## config.mk

```make
export PLATFORM = sky130hd
export DESIGN_NAME = mux_grant_arbiter
export DESIGN_NICKNAME = d
export VERILOG_FILES = /design/src/rtl/mux_grant_arbiter.sv
export SDC_FILE = /design/constraint.sdc
export NUM_CORES = 1
export LEC_CHECK = 0
export BUFFER_PORTS_ARGS = -buffer_cell sky130_fd_sc_hd__buf_2
export CAP_MARGIN = 20
export CORE_MARGIN = 1
export CORE_UTILIZATION = 43
export CTS_BUF_LIST = sky130_fd_sc_hd__clkbuf_8 sky130_fd_sc_hd__clkbuf_16
export DETAILED_ROUTE_END_ITERATION = 6
export PLACE_DENSITY = 0.87
export SYNTH_ARGS = -nofsm -noshare
export SYNTH_HDL_FRONTEND = slang
export SYNTH_SLANG_ARGS = --single-unit
export TNS_END_PERCENT = 20
```

## constraint.sdc

```tcl
create_clock -name clk -period 2.2 [get_ports clk]
set_clock_uncertainty 0.1 [all_clocks]
set_input_delay 0.22 -clock clk [delete_from_list [all_inputs] [get_ports clk]]
set_output_delay 0.22 -clock clk [all_outputs]
set_load 0.02 [all_outputs]
```

## src/rtl/mux_grant_arbiter.sv

```systemverilog
// ============================================================================
// mux_grant_arbiter : N-way fixed/round-robin arbiter steering a shared data mux
// Revision 1.0
// ============================================================================
`default_nettype none

module mux_grant_arbiter #(
   parameter int N_REQ    = 4,
   parameter int SEL_W    = 2,
   parameter int DW       = 8,
   parameter int MAX_HOLD = 8
) (
   input  logic                  clk,
   input  logic                  rst_n,
   input  logic                  mode,
   input  logic [N_REQ-1:0]      req,
   input  logic [N_REQ*DW-1:0]   din,
   output logic [N_REQ-1:0]      gnt,
   output logic [SEL_W-1:0]      sel,
   output logic                  gnt_valid,
   output logic [DW-1:0]         dout
);

   localparam int HC_W = (MAX_HOLD > 2) ? $clog2(MAX_HOLD) : 1;
   localparam logic [HC_W-1:0]  HOLD_LAST = HC_W'(MAX_HOLD - 1);
   localparam logic [SEL_W-1:0] SEL_LAST  = SEL_W'(N_REQ - 1);

   typedef enum logic [1:0] {
      S_IDLE    = 2'd0,
      S_GRANT   = 2'd1,
      S_HANDOFF = 2'd2
   } state_t;

   state_t            state_q, state_d;
   logic [N_REQ-1:0]  gnt_q, gnt_d;
   logic [SEL_W-1:0]  sel_q, sel_d;
   logic [SEL_W-1:0]  rr_ptr_q, rr_ptr_d;
   logic [HC_W-1:0]   hold_q, hold_d;
   logic              preempt_q, preempt_d;

   logic [N_REQ-1:0]  req_m;
   logic [SEL_W-1:0]  base;
   logic [SEL_W-1:0]  win;
   logic [N_REQ-1:0]  win_onehot;
   logic              found;
   logic              others_wait;
   int                idx;

   // A preempted owner sits out the handoff arbitration; a voluntary release does not.
   always_comb begin
      req_m      = req;
      base       = '0;
      win        = '0;
      found      = 1'b0;
      idx        = 0;
      win_onehot = '0;
      if (state_q == S_HANDOFF && preempt_q) begin
         req_m[sel_q] = 1'b0;
      end
      if (mode) begin
         base = rr_ptr_q;
      end
      for (int k = 0; k < N_REQ; k++) begin
         idx = int'(base) + k;
         if (idx >= N_REQ) begin
            idx = idx - N_REQ;
         end
         if (!found && req_m[idx]) begin
            found = 1'b1;
            win   = SEL_W'(idx);
         end
      end
      win_onehot[win] = found;
   end

   assign others_wait = |(req & ~gnt_q);

   always_comb begin
      state_d   = state_q;
      gnt_d     = gnt_q;
      sel_d     = sel_q;
      rr_ptr_d  = rr_ptr_q;
      hold_d    = hold_q;
      preempt_d = preempt_q;
      case (state_q)
         S_IDLE, S_HANDOFF: begin
            preempt_d = 1'b0;
            if (found) begin
               state_d = S_GRANT;
               gnt_d   = win_onehot;
               sel_d   = win;
               hold_d  = '0;
               if (mode) begin
                  rr_ptr_d = (win == SEL_LAST) ? '0 : win + 1'b1;
               end
            end else begin
               state_d = S_IDLE;
               gnt_d   = '0;
            end
         end
         S_GRANT: begin
            if (hold_q != HOLD_LAST) begin
               hold_d = hold_q + 1'b1;
            end
            if (!req[sel_q]) begin
               state_d   = S_HANDOFF;
               gnt_d     = '0;
               preempt_d = 1'b0;
            end else if (hold_q == HOLD_LAST && others_wait) begin
               state_d   = S_HANDOFF;
               gnt_d     = '0;
               preempt_d = 1'b1;
            end
         end
         default: begin
            state_d = S_IDLE;
            gnt_d   = '0;
         end
      endcase
   end

   always_ff @(posedge clk) begin
      if (!rst_n) begin
         state_q   <= S_IDLE;
         gnt_q     <= '0;
         sel_q     <= '0;
         rr_ptr_q  <= '0;
         hold_q    <= '0;
         preempt_q <= 1'b0;
      end else begin
         state_q   <= state_d;
         gnt_q     <= gnt_d;
         sel_q     <= sel_d;
         rr_ptr_q  <= rr_ptr_d;
         hold_q    <= hold_d;
         preempt_q <= preempt_d;
      end
   end

   assign gnt       = gnt_q;
   assign sel       = sel_q;
   assign gnt_valid = (state_q == S_GRANT);
   assign dout      = gnt_valid ? din[sel_q*DW +: DW] : '0;

endmodule

`default_nettype wire

```

==> flow_metrics.tcl, run 1 <==
set metrics [dict create \
    status "complete, but fails checks" \
    violations "DRC" \
    holdPathStages 3 \
    synth_nets 197 \
    synthCells 152 \
    reg2reg_from "state_q[1]" \
    drc_errors 9 \
    wl_um 3730 \
    cp-endpoint "gnt[3]" \
    r2r_slack_ps 6 \
    rsz0062_at_grt "true" \
    grt_use_total_pct 21.3 \
    dp_hpwl_um 2640 \
    ys_seq_area_share_pct 21.5 \
    period_share_pct 99.7 \
    synth_cell_types 38 \
    ctsLongestPathBuffers 2 \
    finalCriticalPeriod_ps 2190 \
    cts_sinks 14 \
    finalHoldWorstSlack_ps 190 \
    clk_latency_ps 250 \
    powerDensity_nw_per_um2 539 \
    core_um2 2810 \
    synth-main-ff-cell "dfxtp_1" \
    max-cap-violations 0 \
    area_delta_synth_final_pct 44.7 \
    setup_viol 0 \
    crit_path_start_kind "register" \
    ir_drop_mv 0.480 \
    layout_common_cells "buf_2, nand2_1, buf_4, and2_1, mux4_2" \
    firstDrtPassIters 6 \
    cts_made_buffers 3 \
    critPathBufInv 2 \
    hp-class "in2reg" \
    portBuffers 53 \
    critical_path.cell_chain "buf_4, nand4bb_4, a211oi_1, o21ai_0, a21oi_2, nor4_2, inv_1, ha_1, a22oi_2, nor2b_1" \
    start_util_pct 46.5 \
    max_stage_delay_ps 360 \
    gp_congestion 0.906 \
    chipWidth_um 57.1 \
    n_antenna_cell 0 \
    grt_pass1_vias 1271 \
    reg2reg_depth 10 \
    antenna_left 0 \
    synth.top_cell.area_share_pct 21.5 \
    crit_slowest_cell "dfxtp_4" \
    syn_area_per_cell_um2 8.58 \
    dr_total_vias 1459 \
    path_class "reg2reg" \
    fin_total_pwr_uw 1020 \
    clk_pin_slew_worst_paths_ps 60 \
    wire_per_inst_um 15.1 \
    antenna_found_initial 0 \
    fill_cells 236 \
    yosys-top-cells-area "dfxtp_1, mux4_2, ha_1" \
    worst_pin_slew_ps 527 \
    rows 19 \
    fin_nets 262 \
    synth_edf_count 0 \
    hold_viol 0 \
    async_flop_share_pct 0 \
    grt_overflow 0 \
    cts-root-buf "clkbuf_8" \
    crit_fanout 5 \
    netlist_area_um2 1300 \
    synth_area_leader_cell "dfxtp_1" \
    r2r_end "gnt[3]" \
    grt_max_degree 16 \
    relSlewSlack_pct 64.7 \
    final_common_cell "buf_2" \
    dieArea_um2 3260 \
    fmaxAchievable_mhz 456 \
    ios 54 \
    worstSetupEndpointType "register" \
    grt_pass1_wl_um 5430 \
    path_depth 10 \
    cts_tree "built" \
    vias_per_cell 5.91 \
    cp-startpoint "state_q[1]" \
    drive_above_1_share_pct 52.8 \
    ys_warn_count 0 \
    arrival_ps 2240 \
    ys_ff_latch 14 \
    required_ps 2240 \
    p_leak_uw 0.000844 \
    cp_top_family "compound AO/OA/AOI/OAI gates" \
    final_max_slew_viol_count 0 \
    cts_max_level 1 \
    drtIter0Drc 95 \
    die_y_um 57.1 \
]
logic make-up after synthesis:
| family | synth area share, % |
|---|---|
| simple gates | 24.1 |
| compound gates | 26.4 |
| buf+inv | 5.95 |
| flops | 21.5 |
| mux | 16.3 |
| fa+ha+maj | 5.76 |
repair_timing:
item / CTS / global route
setup endpoints to repair: 4 / 5
setup buffers: 0 / 7
pin swaps: 0 / 13
resized for setup: 1 / 36
hold buffers: 0 / 0
flip-flops by register name (all words and copies together), names as in the netlist:
signal,cells
hold_q,3
sel,2
rr_ptr_q,2
gnt,4
state_q,2
preempt_q,1
cell type report:
cell class                 instances  area [um^2]  area share, %
clock buffer                       4         55.1           2.92
timing repair buffer              69          393           20.8
tap                               31         38.8           2.06
inverter                           9         33.8           1.79
multi-input combinational        120         1070           56.6
sequential                        14          298           15.8
synth_stat cells, types with 2 or more instances:
library cell and count:
nand2_1 16, dfxtp_1 14, a21oi_1 11, and2_1 10
inv_1 9, mux4_2 9, nor2b_1 8, o21ai_0 8
ha_1 6, nor2_1 6, o21a_1 6, clkbuf_1 5
a22oi_1 4, nand3_1 4, o21ai_2 4, o22ai_1 4
a211oi_1 3, buf_2 2, buf_4 2, nand2b_1 2
o32a_1 2
per-stage QoR:
step | util (%) | instances | setup TNS, ps | instance area [um^2] | worst slack, ps
2_1_floorplan | - | 152 | 0 | 1310 | 1.77
3_3_place_gp | 58.4 | 236 | -14.3 | 1640 | -7.41
3_5_place_dp | 58.4 | 236 | -141 | 1640 | -62.7
4_1_cts | 60.4 | 240 | -22.4 | 1700 | -10.2
5_1_grt | 67.3 | 247 | -252 | 1890 | -81.3
6_report | 67.3 | 247 | 0 | 1890 | 5.55
report_power, final:
group | leakage, uW | internal (uW) | switching, uW
clock network | 0.0000288 | 159 | 98.1
logic | 0.000697 | 222 | 231
registers | 0.000118 | 276 | 30.1
worst register-to-register path, stage by stage (launching register included):
cell	delay, ps
dfxtp_4	360
buf_4	140
nand4bb_4	130
a211oi_1	70
o21ai_0	260
a21oi_2	120
nor4_2	350
inv_1	110
ha_1	220
a22oi_2	160
nor2b_1	60
routing by layer:
layer | global-route usage (%) | share of wire, %
met5 | 0 | 0
met4 | 10.1 | 1.7
met3 | 2.72 | 5.2
met2 | 35.8 | 50
met1 | 27.2 | 43
how the worst min path moves through the flow:
stage	end	start
after CTS	state_q[1]	rst_n
after detailed placement	rr_ptr_q[1]	rr_ptr_q[1]
after global placement	rr_ptr_q[1]	rr_ptr_q[1]
final	state_q[1]	rst_n
after floorplan	gnt[0]	rst_n
after global routing	state_q[0]	rst_n
Note: power is estimated with default switching activity, not from simulation.
==> run 2, diff against run 1 <==
CTS_BUF_LIST = unset   (was sky130_fd_sc_hd__clkbuf_8 sky130_fd_sc_hd__clkbuf_16)
==> run 2 against run 1 <==
Worst hold slack worse by 30 ps. Combinational power is 3% lower. Sequential cell count unchanged. The flow finishes with violations (DRC, setup timing). Die area unchanged. Setup slack lost 31 ps. Critical endpoint is now gnt[2]. Sequential share of layout area rose by 0.40 points. Sequential power hardly changed. First-iteration DRC count down 6.3%. Via count is 1.4% lower. Core utilization shrank 2.2 points. Wire length down 4.0%.
==> flow_metrics.tcl, run 2 (synthesis results as in run 1) <==
set metrics [dict create \
    status "complete, but fails checks" \
    violations "DRC, setup timing" \
    gp_congestion 0.906 \
    hold_viol 0 \
    max-cap-violations 0 \
    dr_total_vias 1438 \
    tns_ps -25.3 \
    core_um2 2810 \
    period_share_pct 101 \
    rsz0062_at_grt "true" \
    finalCriticalPeriod_ps 2230 \
    start_util_pct 46.5 \
    rows 19 \
    ir_drop_mv 0.511 \
    grt_overflow 0 \
    antenna_left 0 \
    cts_tree "built" \
    portBuffers 53 \
    critPathBufInv 1 \
    path_class "reg2reg" \
    reg2reg_from "sel[0]" \
    wire_per_inst_um 14.6 \
    firstDrtPassIters 6 \
    wl_um 3580 \
    fill_cells 249 \
    drc_errors 8 \
    crit_path_start_kind "register" \
    crit_slowest_cell "o32a_1" \
    final_max_slew_viol_count 0 \
    worstSetupEndpointType "register" \
    worst_pin_slew_ps 546 \
    antenna_found_initial 0 \
    grt_pass1_vias 1270 \
    design_area_um2 1820 \
    p_leak_uw 0.000821 \
    grt_use_total_pct 20.9 \
    cts_sinks 14 \
    clk_pin_slew_worst_paths_ps 90 \
    critical_path.cell_chain "and4bb_2, a21oi_4, o32a_1, a21oi_2, nor4_2, buf_4, ha_2, a22oi_2, nor2b_1" \
    dieArea_um2 3260 \
    chipWidth_um 57.1 \
    n_antenna_cell 0 \
    setup_viol 1 \
    ios 54 \
    grt_pass1_wl_um 5430 \
    vias_per_cell 5.87 \
    fin_nets 260 \
    dpl_cell_area_um2 1640 \
    ctsLongestPathBuffers 2 \
    hp-class "in2reg" \
    required_ps 2280 \
    cp-startpoint "sel[0]" \
    powerDensity_nw_per_um2 511 \
    fin_ws_ps -25.3 \
    dp_hpwl_um 2640 \
    drive_above_1_share_pct 51.9 \
    largest_reg_flops 4 \
    final_common_cell "buf_2" \
    relSlewSlack_pct 63.5 \
    worstHoldStart "rst_n" \
    max_stage_delay_ps 390 \
    cts-root-buf "clkbuf_4" \
    die_y_um 57.1 \
    arrival_ps 2300 \
    cp_top_family "compound AO/OA/AOI/OAI gates" \
    cts_made_buffers 3 \
    grt_max_degree 16 \
    area_delta_synth_final_pct 39.9 \
    crit_fanout 5 \
    cts_max_level 1 \
    layout_common_cells "buf_2, nand2_1, buf_4, and2_1" \
    clk_latency_ps 280 \
    drtIter0Drc 89 \
    fmaxAchievable_mhz 449 \
]
[run 2: worst min-delay path: stages]
cell and delay [ps]:
buf_2 180, nand2_1 80, nor2_1 30
[run 2: final cells by class]
type	instances	area, um^2	share of cell area [%]
flip-flops and latches	14	295	16.2
repair buffers	67	370	20.3
inverters	9	33.8	1.85
clock buffers	4	36.3	1.99
well taps	31	38.8	2.13
multi-input cells	120	1050	57.5
[run 2: final timing paths]
path / to / slack (ps) / cells after the start
worst max-delay path: gnt[2] / -30 / 9
worst min-delay path: state_q[1] / 160 / 3
worst max register to register: gnt[2] / -30 / 9
worst min register to register: rr_ptr_q[1] / 420 / 2
[run 2: per-layer routing]
layer / vias up / GRT usage, % / routed length [um]
li1: 692 / - / -
met1: 684 / 27.6 / 1530
met2: 55 / 35.5 / 1770
met3: 7 / 2.72 / 233
met4: 0 / 6.97 / 38
met5: - / 0 / 0
[run 2: timing repair]
action	CTS	global route
pin swaps	0	11
buffers inserted	0	5
hold buffers	0	0
resized for setup	2	29
endpoints found under the setup margin	4	5
[run 2: power by group]
group	leakage, uW	internal, uW	total [uW]	switching (uW)
combinational	0.000682	213	439	226
clock	0.0000210	101	186	85.5
sequential	0.000118	277	306	29.0
total	0.000821	591	931	340
[run 2: per-stage QoR]
step / hold slack (ps) / worst slack (ps) / total power, uW / cells / util [%]
after detailed placement: 426 / -62.7 / 694 / 236 / 58.4
after global placement: 416 / -7.41 / 684 / 236 / 58.4
final: 160 / -25.3 / 931 / 245 / 65.0
after CTS: 161 / -14.3 / 880 / 240 / 59.9
after floorplan: 248 / 1.77 / 566 / 152 / -
after global routing: 156 / -82.4 / 1000 / 245 / 65.0
==> run 3, diff against run 2 <==
RECOVER_POWER = 25   (was unset)
==> run 3 against run 2 <==
The flow still finishes with violations (DRC, setup timing). Setup slack barely moved. Sequential share of layout area increased by 0.056 points. Sequential cell count did not move. Core utilization decreased by 0.22 points. Sequential power about the same. Wire length about the same. Fmax about the same. Register-to-register slack barely moved. Worst hold slack hardly changed. Non-clock buffer count did not move. Critical endpoint unchanged. Highest routed layer unchanged.
==> flow_metrics.tcl, run 3 (synthesis results as in run 1) <==
set metrics [dict create \
    chipWidth_um 57.1 \
    cp_top_family "compound AO/OA/AOI/OAI gates" \
    fin_ws_ps -25.5 \
    n_antenna_cell 0 \
    wire_per_inst_um 14.6 \
    finalCriticalPeriod_ps 2230 \
    dr_total_vias 1438 \
    wl_um 3570 \
    multi_input_area_um2 1050 \
    core_um2 2810 \
    path_class "reg2reg" \
    powerDensity_nw_per_um2 511 \
    grt_max_degree 16 \
    ctsLongestPathBuffers 2 \
    vias_per_cell 5.87 \
    drive_above_1_share_pct 49.5 \
    arrival_ps 2300 \
    portBuffers 53 \
    rows 19 \
    gp_congestion 0.906 \
    ios 54 \
    crit_slowest_cell "o32a_1" \
    crit_fanout 5 \
    required_ps 2280 \
    largest_reg_flops 4 \
    drc_errors 8 \
    relSlewSlack_pct 63.5 \
    antenna_found_initial 0 \
    dieArea_um2 3260 \
    critPathBufInv 1 \
    hold_viol 0 \
    grt_overflow 0 \
    cts_made_buffers 3 \
    start_util_pct 46.5 \
    worstSetupEndpointType "register" \
    p_leak_uw 0.000801 \
    cts_sinks 14 \
    grt_pass1_vias 1270 \
    design_area_um2 1820 \
    clk_pin_slew_worst_paths_ps 90 \
    fill_cells 248 \
    max_stage_delay_ps 390 \
    antenna_left 0 \
    pre_cts_ws_ps -62.7 \
    drtIter0Drc 89 \
    cts_tree "built" \
    fin_nets 260 \
    cts_max_level 1 \
    period_share_pct 101 \
    crit_path_start_kind "register" \
    grt_pass1_wl_um 5430 \
    critical_path.cell_chain "and4bb_2, a21oi_4, o32a_1, a21oi_2, nor4_2, buf_4, ha_2, a22oi_2, nor2b_1" \
    rsz0062_at_grt "true" \
    area_delta_synth_final_pct 39.4 \
    final_common_cell "buf_2" \
    register_area_um2 295 \
    fmaxAchievable_mhz 449 \
    setup_viol 1 \
    worst_pin_slew_ps 546 \
    max-cap-violations 0 \
    layout_common_cells "buf_2, nand2_1, buf_4, and2_1" \
    cts-root-buf "clkbuf_4" \
    dpl_cell_area_um2 1640 \
    postCtsHoldBufs 0 \
    clk_latency_ps 280 \
    final_max_slew_viol_count 0 \
    grt_use_total_pct 20.9 \
    dp_hpwl_um 2640 \
    violations "DRC, setup timing" \
    ir_drop_mv 0.512 \
    firstDrtPassIters 6 \
    die_y_um 57.1 \
    status "complete, but fails checks" \
    hp-class "in2reg" \
]
run 3: changes by cell type in the layout (fill, tap and decap cells not counted), sizes merged:
cell and delta:
clkbuf +5, buf -5
run 3: area by class of cell:
cell class / instances / share of cell area, %
multi-input combinational: 120 / 57.7
inverter: 9 / 1.86
sequential: 14 / 16.2
tap: 31 / 2.13
timing repair buffer: 67 / 20.0
clock buffer: 4 / 2.00
run 3: power breakdown:
group | switching [uW] | total (uW) | leakage (uW) | internal (uW)
Combinational | 226 | 437 | 0.000662 | 211
Sequential | 29.2 | 306 | 0.000118 | 277
Clock | 85.5 | 186 | 0.0000210 | 101
run 3: metal layers:
layer	track usage [%]	up-vias	part of all wire (%)
met5	0	-	0
met4	6.97	0	1.1
met3	2.72	7	6.6
met2	35.5	55	50
met1	27.6	684	43
li1	-	692	-
run 3: repair_timing:
item	4_1_cts	5_1_grt
setup buffers	0	5
gates cloned	0	0
resized for setup	2	29
setup endpoints to repair	4	5
pin swaps	0	11
run 3: worst register-to-register path, cell delays in order (launching register included):
cell and delay, ps:
dfxtp_4 370, and4bb_2 370, a21oi_4 90, o32a_1 390, a21oi_2 160, nor4_2 70, buf_4 160, ha_2 180
a22oi_2 170, nor2b_1 60
run 3: worst paths after layout:
check        slack, ps        start  cells past startpoint           to
max reg2reg        -30       sel[0]                      9       gnt[2]
min                160        rst_n                      3   state_q[1]
min reg2reg        420  rr_ptr_q[1]                      2  rr_ptr_q[1]
max                -30       sel[0]                      9       gnt[2]
run 3: stage by stage:
stage               utilization (%)  hold WS, ps  power (uW)  std cells  TNS, ps
floorplan                         -          248         566        152        0
global placement               58.4          416         684        236    -14.3
detailed placement             58.4          426         694        236     -141
CTS                            59.9          161         880        240    -28.0
global route                   64.8          156         997        245     -321
finish                         64.8          160         929        245    -25.5
